## src/rtl/sipo_word_aligner.sv

```systemverilog
// Gearboxes 4-bit SERDES nibbles into 16-bit words and, while training, hunts for
// TRAIN_PATTERN by pulsing the SERDES bitslip and skipping nibbles.
//   state    | meaning
//   S_IDLE   | not training; words pass through unchecked
//   S_HUNT   | compare each word against TRAIN_PATTERN
//   S_VERIFY | matches seen, counting toward LOCK_COUNT
//   S_SLIP   | BITSLIP_ADJ pulse cycle
//   S_WAIT   | SERDES settling after a slip, gearbox parked
//   S_LOCKED | aligned; drops lock after UNLOCK_COUNT bad training words
//   S_ERROR  | attempts exhausted, held until TRAIN_EN falls
module sipo_word_aligner #(
  parameter logic [15:0] TRAIN_PATTERN = 16'hA3C5,
  parameter int          SLIP_WAIT     = 8,
  parameter int          LOCK_COUNT    = 4,
  parameter int          UNLOCK_COUNT  = 3,
  parameter int          MAX_ATTEMPTS  = 16
) (
  input  logic        CLK_IN,
  input  logic        RST_N,
  input  logic [3:0]  Q_IN,
  input  logic        Q_VALID,
  input  logic        TRAIN_EN,
  output logic        BITSLIP_ADJ,
  output logic [15:0] WORD_OUT,
  output logic        WORD_VALID,
  output logic        ALIGNED,
  output logic        ALIGN_ERROR,
  output logic [4:0]  SLIP_COUNT
);

  localparam int MW = $clog2(LOCK_COUNT + 1);
  localparam int UW = $clog2(UNLOCK_COUNT + 1);
  localparam int WW = $clog2(SLIP_WAIT + 1);
  localparam logic [MW-1:0] LOCK_N   = MW'(LOCK_COUNT);
  localparam logic [UW-1:0] UNLOCK_N = UW'(UNLOCK_COUNT);
  localparam logic [WW-1:0] WAIT_LD  = WW'(SLIP_WAIT - 1);
  localparam logic [4:0]    MAX_N    = 5'(MAX_ATTEMPTS);

  typedef enum logic [2:0] {
    S_IDLE, S_HUNT, S_VERIFY, S_SLIP, S_WAIT, S_LOCKED, S_ERROR
  } state_t;

  state_t        state;
  logic [1:0]    nib_cnt;
  logic [11:0]   partial;
  logic          nibble_skip;
  logic [MW-1:0] match_cnt;
  logic [UW-1:0] miss_cnt;
  logic [WW-1:0] wait_cnt;

  logic          gear_run;
  logic          take;
  logic          word_done;
  logic          word_match;
  logic [15:0]   word_next;
  logic [MW-1:0] match_next;
  logic [UW-1:0] miss_next;
  logic [4:0]    slip_next;

  always_comb begin
    gear_run   = (state != S_SLIP) && (state != S_WAIT);
    take       = Q_VALID && gear_run && !nibble_skip;
    word_done  = take && (nib_cnt == 2'd3);
    word_next  = {partial, Q_IN};
    word_match = (word_next == TRAIN_PATTERN);
    match_next = (state == S_HUNT) ? MW'(1) : match_cnt + MW'(1);
    miss_next  = miss_cnt + UW'(1);
    slip_next  = SLIP_COUNT + 5'd1;
  end

  always_ff @(posedge CLK_IN) begin
    if (!RST_N) begin
      state       <= S_IDLE;
      nib_cnt     <= '0;
      partial     <= '0;
      nibble_skip <= 1'b0;
      match_cnt   <= '0;
      miss_cnt    <= '0;
      wait_cnt    <= '0;
      BITSLIP_ADJ <= 1'b0;
      WORD_OUT    <= '0;
      WORD_VALID  <= 1'b0;
      ALIGNED     <= 1'b0;
      ALIGN_ERROR <= 1'b0;
      SLIP_COUNT  <= '0;
    end else begin
      BITSLIP_ADJ <= 1'b0;
      WORD_VALID  <= 1'b0;

      // the first nibble after a nibble-phase slip is swallowed here
      if (Q_VALID && gear_run) begin
        if (nibble_skip) begin
          nibble_skip <= 1'b0;
        end else begin
          partial <= {partial[7:0], Q_IN};
          nib_cnt <= nib_cnt + 2'd1;
          if (word_done) begin
            WORD_OUT   <= word_next;
            WORD_VALID <= 1'b1;
          end
        end
      end

      case (state)
        S_IDLE: begin
          ALIGNED     <= 1'b0;
          ALIGN_ERROR <= 1'b0;
          if (TRAIN_EN) begin
            state      <= S_HUNT;
            SLIP_COUNT <= '0;
            match_cnt  <= '0;
          end
        end
        S_HUNT, S_VERIFY: begin
          if (!TRAIN_EN) begin
            state       <= S_IDLE;
            SLIP_COUNT  <= '0;
            match_cnt   <= '0;
            nibble_skip <= 1'b0;
          end else if (word_done) begin
            if (word_match) begin
              if (match_next >= LOCK_N) begin
                state     <= S_LOCKED;
                ALIGNED   <= 1'b1;
                miss_cnt  <= '0;
                match_cnt <= '0;
              end else begin
                state     <= S_VERIFY;
                match_cnt <= match_next;
              end
            end else if (SLIP_COUNT < MAX_N) begin
              state       <= S_SLIP;
              BITSLIP_ADJ <= 1'b1;
              SLIP_COUNT  <= slip_next;
              match_cnt   <= '0;
              if (slip_next[1:0] == 2'd0) nibble_skip <= 1'b1;
            end else begin
              state       <= S_ERROR;
              ALIGN_ERROR <= 1'b1;
              match_cnt   <= '0;
            end
          end
        end
        S_SLIP, S_WAIT: begin
          if (!TRAIN_EN) begin
            state       <= S_IDLE;
            SLIP_COUNT  <= '0;
            nibble_skip <= 1'b0;
            nib_cnt     <= '0;
            wait_cnt    <= '0;
          end else if (state == S_SLIP) begin
            state    <= S_WAIT;
            wait_cnt <= WAIT_LD;
          end else if (wait_cnt == '0) begin
            state   <= S_HUNT;
            nib_cnt <= '0;
          end else begin
            wait_cnt <= wait_cnt - WW'(1);
          end
        end
        S_LOCKED: begin
          if (!TRAIN_EN) begin
            miss_cnt <= '0;
          end else if (word_done) begin
            if (word_match) begin
              miss_cnt <= '0;
            end else if (miss_next >= UNLOCK_N) begin
              state      <= S_HUNT;
              ALIGNED    <= 1'b0;
              SLIP_COUNT <= '0;
              miss_cnt   <= '0;
            end else begin
              miss_cnt <= miss_next;
            end
          end
        end
        S_ERROR: begin
          if (!TRAIN_EN) begin
            state       <= S_IDLE;
            ALIGN_ERROR <= 1'b0;
            SLIP_COUNT  <= '0;
          end
        end
        default: state <= S_IDLE;
      endcase
    end
  end

endmodule

```

## config.mk

```make
export PLATFORM = sky130hd
export DESIGN_NAME = sipo_word_aligner
export DESIGN_NICKNAME = d
export VERILOG_FILES = /design/src/rtl/sipo_word_aligner.sv
export SDC_FILE = /design/constraint.sdc
export NUM_CORES = 1
export LEC_CHECK = 0
export CELL_PAD_IN_SITES_DETAIL_PLACEMENT = 1
export CELL_PAD_IN_SITES_GLOBAL_PLACEMENT = 2
export CORE_ASPECT_RATIO = 0.8
export CORE_MARGIN = 2
export CORE_UTILIZATION = 35
export CTS_CLUSTER_SIZE = 28
export DETAILED_ROUTE_END_ITERATION = 6
export PLACE_DENSITY = 0.81
export SLEW_MARGIN = 20
export SYNTH_ARGS = -nofsm -noshare
export SYNTH_HDL_FRONTEND = slang
export SYNTH_SLANG_ARGS = --single-unit
export TNS_END_PERCENT = 10
```

## constraint.sdc

```tcl
create_clock -name CLK_IN -period 6.5 [get_ports CLK_IN]
set_clock_uncertainty 0.1 [all_clocks]
set_input_delay 1.3 -clock CLK_IN [delete_from_list [all_inputs] [get_ports CLK_IN]]
set_output_delay 1.3 -clock CLK_IN [all_outputs]
set_load 0.02 [all_outputs]
```

Word-level counts from Yosys, hierarchy flattened
Cells that the tools add are included.
W data, S select, Z words.
- register bits after elaboration: 52
- bits in latches: 0
- RAM bits: 0
- bits in read-only memories: 0
- input port bits: 8
- output and inout bits: 25
- logic and storage cells: 159
- memories kept: 0
- $add $sub $neg: 5
- multiply operators: 0
- divide/modulo/power cells: 0
- $lt $le $gt $ge: 3
- equality and inequality tests: 29
- shifts and indexed selects: 0
- muxes and demuxes: 76
- bitwise operators: 6
- reductions and logical operators: 27
- operators by type and width (operator ; number):
    $mux W3 ; 20
    $mux W5 ; 10
    $mux W2 ; 14
    $ne A2 B2 Y1 const B ; 13
    $mux W1 ; 22
    $pmux W5 S4 ; 1
    $ne A3 B3 Y1 const B ; 6
    $eq A16 B16 Y1 const B ; 1
    $pmux W3 S5 ; 1
    $mux W4 ; 3
    $reduce_and A6 Y1 ; 2
    $reduce_and A10 Y1 ; 1
    $eq A3 B3 Y1 const B ; 3
    $reduce_and A9 Y1 ; 1
    $reduce_and A8 Y1 ; 1
    $eq A3 B2 Y1 const B ; 2
    $not A1 Y1 ; 6
    $pmux W1 S3 ; 2
    $pmux W3 S2 ; 1
    $reduce_and A3 Y1 ; 2
    $reduce_bool A3 Y1 ; 2
    $reduce_or A3 Y1 ; 2
    $add A5 B1 Y5 const B ; 1
    $lt A5 B5 Y1 const B ; 1
    other kinds (21) ; 28

Logic depth before layout (Yosys ltp)
Gate-level depths: netlist of the first run.
- depth in word-level cells: 10
- mapped depth: 9
- depth with buffers taken out: 7

Worst setup path before layout of the first run
Ideal clock, no wire load.
- path type: input to register
- from: input port Q_IN[3]
- to: register SLIP_COUNT[4]
- setup time: 0.119 ns
- data arrival time: 3.011 ns
- data required time: 6.281 ns
- path slack: 3.270 ns
- stages: 6
- buffers on the path: 0
- cells stage by stage: or4b_4 > or4_4 > and3_4 > o21ai_4 > nor3_1 > o221a_1
- word-level cells in the longest chain between the ends: 3
- elaborated cells between the ends (all ways): 4
- those cells by class: eq/ne: 3; reduce/logical: 1
- RTL lines (what ; RTL line ; source):
    start: declaration ; 20 ; input logic [3:0] Q_IN,
    $eq A16 B16 Y1 (*) ; 65 ; word_match = (word_next == TRAIN_PATTERN);
    $ne A3 B3 Y1 (no line) / $ne A2 B2 Y1 (equally long branches) ; - ;
    $reduce_and A10 Y1 (no line) (*) ; - ;
    end signal: assignment ; 134 ; SLIP_COUNT <= slip_next;
    end: declaration ; 28 ; output logic [4:0] SLIP_COUNT
Every way passes the cells marked *; elsewhere a longest branch is shown, timed or not.
A chain may end at the register's enable or synchronous reset.

==> results of run 1 <==
-- routing by layer --
metal | up-vias | GRT usage [%] | part of all wire [%]
met5 | - | 0 | 0
met4 | 0 | 4.58 | 1.1
met3 | 5 | 4.14 | 3.9
met2 | 33 | 26.2 | 41
met1 | 1048 | 26.0 | 54
li1 | 1107 | - | -
-- flip-flops by register name (all words and copies together), names as in the netlist --
| signal | flops |
|---|---|
| ALIGNED | 1 |
| ALIGN_ERROR | 1 |
| BITSLIP_ADJ | 1 |
| SLIP_COUNT | 5 |
| WORD_OUT | 16 |
| WORD_VALID | 1 |
| match_cnt | 3 |
| miss_cnt | 2 |
| nib_cnt | 2 |
| nibble_skip | 1 |
| partial | 12 |
| state | 3 |
| wait_cnt | 4 |
-- power by group through the flow --
stage / registers, mW / logic [mW] / clock network, mW
after floorplan: 0.346 / 0.105 / 0
after global placement: 0.359 / 0.126 / 0
after detailed placement: 0.359 / 0.127 / 0
after CTS: 0.351 / 0.128 / 0.215
after global routing: 0.354 / 0.144 / 0.222
final: 0.351 / 0.126 / 0.205
-- cell families after synthesis --
| kind of cell | count (synthesis) |
|---|---|
| buffers and inverters | 22 |
| DFF | 52 |
| adders and majority gates | 5 |
| xor gates and xnor gates | 3 |
| and+or+nand+nor | 136 |
| AOI/OAI and AO/OA | 69 |
| muxes | 13 |
-- area by class of cell --
cell class,count,area [µm²]
Timing Repair Buffer,34,335
Tap cell,87,109
Multi-Input combinational cell,226,1340
Inverter,5,18.8
Clock buffer,6,82.6
Fill cell,835,3920
Sequential cell,52,1040
Clock inverter,2,15.0
-- critical path, delay by kind of cell --
kind / cells / cell delay, ns
buf+inv: 2 / 1.83
simple gates: 2 / 0.62
compound gates: 1 / 0.13
-- per-stage QoR --
step / instance area, µm² / power [mW] / hold WS [ns] / cells
after CTS: 2940 / 0.694 / 0.363 / 412
after floorplan: 2460 / 0.451 / 0.336 / 300
after detailed placement: 2840 / 0.486 / 0.349 / 404
after global placement: 2840 / 0.484 / 0.344 / 404
after global routing: 2940 / 0.721 / 0.380 / 412
final: 2940 / 0.683 / 0.362 / 412
-- worst paths after layout --
kind / startpoint / end / slack, ns / cells after the start
worst min-delay path: WORD_OUT[9] / WORD_OUT[9] / 0.36 / 2
worst max-delay path: RST_N / SLIP_COUNT[1] / 2.78 / 5
worst min register to register: WORD_OUT[9] / WORD_OUT[9] / 0.36 / 2
worst max register to register: state[2] / SLIP_COUNT[1] / 3.92 / 5
-- layout by cell type (no fill, tap or decap), drive strengths merged, types with 6 or more instances in the layout --
cell,instances
a21oi,29
a31oi,7
clkbuf,6
clkdlybuf4s50,32
dfxtp,52
mux2i,13
nand2,51
nand3,7
nor2,31
nor3,10
o21ai,16
==> flow_metrics.env, run 1 <==
export IMPL_worstSetupStartpointType="input pin"
export IMPL_cts_resized_gates=0
export IMPL_clock_sinks=52
export IMPL_drv_slew=0
export IMPL_synth_edf_count=0
export IMPL_cts_root_buf="clkbuf_8"
export IMPL_synth_area_um2=2460
export IMPL_synth_ff_type="dfxtp_1"
export IMPL_post_cts_buffers=0
export IMPL_io_pins=33
export IMPL_first_iter_violations=146
export IMPL_dp_slack_ns=2.37
export IMPL_htreeDepth=2
export IMPL_synth_top_family_by_area="simple AND/OR/NAND/NOR gates"
export IMPL_cts_path_max_buffers=2
export IMPL_critPathKind="input pin to flop"
export IMPL_start_util_pct=35.9
export IMPL_antenna_found_initial=0
export IMPL_avgSynthCellArea_um2=8.20
export IMPL_clkPwrFrac_pct=30.0
export IMPL_drv_cap=0
export IMPL_min_period_ns=3.72
export IMPL_track_usage_pct=17.7
export IMPL_grt_pass1_wl_mm=11.0
export IMPL_synth_compound_area_share_pct=17.5
export IMPL_die_area_um2=7720
export IMPL_sw_frac_of_total_pct=31.3
export IMPL_cp_slowest_cell="clkinv_1"
export IMPL_diodes=0
export IMPL_tritoncts="built"
export IMPL_fin_setup_tns_ns=0
export IMPL_drive_gt1_share_pct=7.08
export IMPL_hold_viol=0
export IMPL_ant_nets=0
export IMPL_final_core_util_pct=42.8
export IMPL_syn_nets=312
export IMPL_hold_class="flop to flop"
export IMPL_clk_pin_slew_worst_paths_ns=0.10
export IMPL_cp_max_fo=35
export IMPL_synth_most_common_cell="dfxtp_1"
export IMPL_vias=2193
export IMPL_pwr_share_seq_pct=51.4
export IMPL_yosysWarningCount=0
export IMPL_synth_adder_area_share_pct=2.44
export IMPL_power_density_nw_per_um2=232
export IMPL_synth_xor_xnor_area_share_pct=1.07
export IMPL_synth_seq_cells=52
export IMPL_gp_congestion=0.745
export IMPL_yosys_area_share_simple_pct=28.0
export IMPL_grt_pass1_vias=2179
export IMPL_power_internal_uw=469
export IMPL_drt_total_wl_mm=6.51
export IMPL_portBuffers=32
export IMPL_cts_buffers=5
export IMPL_slew_headroom_pct=34.3
export IMPL_dr_pass1_iters=4
export IMPL_dp_hpwl_mm=4.53
export IMPL_avgRoutedWirePerCell_um=15.8
export IMPL_rows=27
export IMPL_core_area_um2=6860
export IMPL_synth_commonest_cells="52 x dfxtp_1, 51 x nand2_1, 31 x nor2_1"
export IMPL_worstPathCellList="clkdlybuf4s50_1 > clkinv_1 > nor2_1 > and3_1 > a32o_1"
export IMPL_setup_slack_ns=2.78
export IMPL_max_stage_delay_ns=0.96
export IMPL_die_y_um=79
export IMPL_route_detailed_drc=0
export IMPL_postCtsHoldBufs=0
export IMPL_viasPerCell=5.32
export IMPL_fmax_ghz=0.269
export IMPL_synth_top_area_share_pct=42.3
export IMPL_yosys_top_cells_area="dfxtp_1 42%, nand2_1 7.8%, a21oi_1 5.9%"
export IMPL_worst_setup_path_end_kind="flop"
export IMPL_yosysSeqAreaShare_pct=42.3
export IMPL_nNetsFinal=336
export IMPL_grt_overflow=0
export IMPL_fin_crit_sh_pct=57.2
export IMPL_switchingPower_uw=213
export IMPL_cp_required_ns=6.67
export IMPL_status="complete, no violations"
export IMPL_muxShareOfSynthArea_pct=5.29
export IMPL_worst_slew_pin_slew_ns=0.979
export IMPL_grt_max_degree=36
export IMPL_ys_async_sr_fraction_pct=0
export IMPL_ys_types=57
export IMPL_power_leakage_nw=1.04
export IMPL_arrival_ns=3.88
export IMPL_clk_latency_ns=0.32
export IMPL_finalSetupViolCount=0
export IMPL_vdd_drop_max_mv=0.0906
export IMPL_syn_instance_count=300
export IMPL_die_w_um=97.8
export IMPL_rsz0062_at_grt="no"
export IMPL_syn2layout_area_growth_pct=19.3
export IMPL_yosysTopAreaCell="dfxtp_1"
export IMPL_p_comb_share_pct=18.5
Power figures use the tool's default switching activity.
==> run 2: changes to the inputs <==
- CORE_UTILIZATION: 35 -> 29
- PLACE_DENSITY: 0.81 -> 0.72
- clock period: 6.5 -> 3.4 ns (I/O delays scaled with it)
==> run 2 against run 1 <==
Hold slack got worse by 0.0014 ns. First-iteration DRC count decreased by 38%. Sequential cell count is the same. Combinational power rose by 97%. Critical path type unchanged. Critical endpoint is now SLIP_COUNT[4]. Largest cell class unchanged. Highest routed layer unchanged.
==> flow_metrics.env, run 2 (synthesis gave the netlist of run 1 again) <==
export IMPL_rsz0062_at_grt="no"
export IMPL_portBuffers=32
export IMPL_cts_buffers=5
export IMPL_worst_setup_path_end_kind="flop"
export IMPL_viasPerCell=4.96
export IMPL_vias=2186
export IMPL_grt_pass1_wl_mm=11.4
export IMPL_cp_startpoint="Q_IN[3]"
export IMPL_hold_end="WORD_OUT[11]"
export IMPL_avgRoutedWirePerCell_um=15.3
export IMPL_largest_reg_flops=16
export IMPL_drt_total_wl_mm=6.76
export IMPL_htreeDepth=2
export IMPL_hold_path_cell_count=2
export IMPL_r2r_cells=6
export IMPL_diodes=0
export IMPL_start_util_pct=29.4
export IMPL_critPathKind="input pin to flop"
export IMPL_drv_slew=0
export IMPL_regToRegStartpoint="state[0]"
export IMPL_ant_nets=0
export IMPL_drv_cap=0
export IMPL_rows=30
export IMPL_critPathTopFamily="simple AND/OR/NAND/NOR gates"
export IMPL_clock_sinks=52
export IMPL_track_usage_pct=15.5
export IMPL_hp_start="WORD_OUT[11]"
export IMPL_worstPathCellList="clkdlybuf4s50_1 > or4b_4 > or4_4 > and3_4 > o21ai_4 > nor3_1 > o221a_1"
export IMPL_post_cts_buffers=0
export IMPL_fmax_ghz=0.348
export IMPL_status="complete, no violations"
export IMPL_cp_slowest_cell="or4b_4"
export IMPL_postCtsHoldBufs=0
export IMPL_syn2layout_area_growth_pct=23.4
export IMPL_arrival_ns=2.97
export IMPL_final_common_cell="dfxtp_1"
export IMPL_power_density_nw_per_um2=467
export IMPL_slew_headroom_pct=60.3
export IMPL_layoutNonFillerInstCount=441
export IMPL_gp_congestion=0.792
export IMPL_grt_pass1_vias=2212
export IMPL_tritoncts="built"
export IMPL_die_y_um=86.4
export IMPL_hold_class="flop to flop"
export IMPL_total_power_mw=1.42
export IMPL_fin_setup_tns_ns=0
export IMPL_cp_depth=7
export IMPL_final_cell_mix="52 x dfxtp_1, 51 x nand2_1, 32 x clkdlybuf4s50_1"
export IMPL_drive_gt1_share_pct=8.21
export IMPL_io_pins=33
export IMPL_worst_path_buf_inv=1
export IMPL_final_core_util_pct=36.3
export IMPL_dp_slack_ns=0.209
export IMPL_nNetsFinal=341
export IMPL_dr_pass1_iters=4
export IMPL_worstSetupStartpointType="input pin"
export IMPL_vdd_drop_max_mv=0.162
export IMPL_cts_path_max_buffers=2
export IMPL_hold_viol=0
export IMPL_min_period_ns=2.87
export IMPL_rrSetupSlack_ns=0.97
export IMPL_grt_overflow=0
export IMPL_fin_crit_sh_pct=84.5
export IMPL_die_area_um2=9240
export IMPL_dp_cells=434
export IMPL_power_leakage_nw=1.08
export IMPL_finalSetupViolCount=0
export IMPL_first_iter_violations=90
export IMPL_grt_max_degree=30
export IMPL_dp_hpwl_mm=4.92
export IMPL_clk_latency_ns=0.30
export IMPL_top_regs="WORD_OUT (16), partial (12), SLIP_COUNT (5)"
export IMPL_cts_resized_gates=0
export IMPL_cp_max_fo=6
export IMPL_die_w_um=107
export IMPL_cp_required_ns=3.50
export IMPL_worst_slew_pin_slew_ns=0.595
export IMPL_setup_slack_ns=0.527
export IMPL_rr_endpoint="match_cnt[0]"
export IMPL_largest_register="WORD_OUT"
export IMPL_antenna_found_initial=0
export IMPL_core_area_um2=8370
export IMPL_route_detailed_drc=0
export IMPL_cts_root_buf="clkbuf_8"
export IMPL_clk_pin_slew_worst_paths_ns=0.10
export IMPL_max_stage_delay_ns=0.58
==> run 2: layout make-up <==
class | count | area [µm²]
Tap cell | 112 | 140
Fill cell | 1026 | 5330
Timing Repair Buffer | 39 | 373
Inverter | 5 | 18.8
Multi-Input combinational cell | 226 | 1340
Clock buffer | 5 | 68.8
Sequential cell | 52 | 1040
Clock inverter | 2 | 60.1
==> run 2: through the flow <==
step           hold slack, ns  area, µm²
4_1_cts                 0.364       3040
6_report                0.361       3040
5_1_grt                 0.384       3040
3_5_place_dp            0.350       2910
2_1_floorplan           0.336       2460
3_3_place_gp            0.346       2910
==> run 2: worst max-delay path by stage <==
stage	endpoint
3_3_place_gp	SLIP_COUNT[4]
4_1_cts	SLIP_COUNT[4]
5_1_grt	miss_cnt[1]
6_report	SLIP_COUNT[4]
3_5_place_dp	miss_cnt[1]
2_1_floorplan	SLIP_COUNT[4]
==> run 2: worst reg2reg max path, cell delays in order, from the launching register on <==
cell      delay [ns]
dfxtp_1         0.61
nand2b_1        0.19
a21oi_1         0.40
and2_0          0.38
nand3_1         0.17
or3b_1          0.38
a21oi_1         0.14
==> run 2: per-layer routing <==
layer | global-route usage (%) | share of wire (%)
met1 | 23.7 | 56
met2 | 22.3 | 41
met3 | 3.08 | 2.2
met4 | 3.54 | 0.75
met5 | 0 | 0
==> run 2: power breakdown <==
part / switching, mW / internal, mW / total [mW]
logic: 0.147 / 0.101 / 0.248
clock network: 0.205 / 0.290 / 0.495
registers: 0.0407 / 0.633 / 0.674
total: 0.393 / 1.02 / 1.42
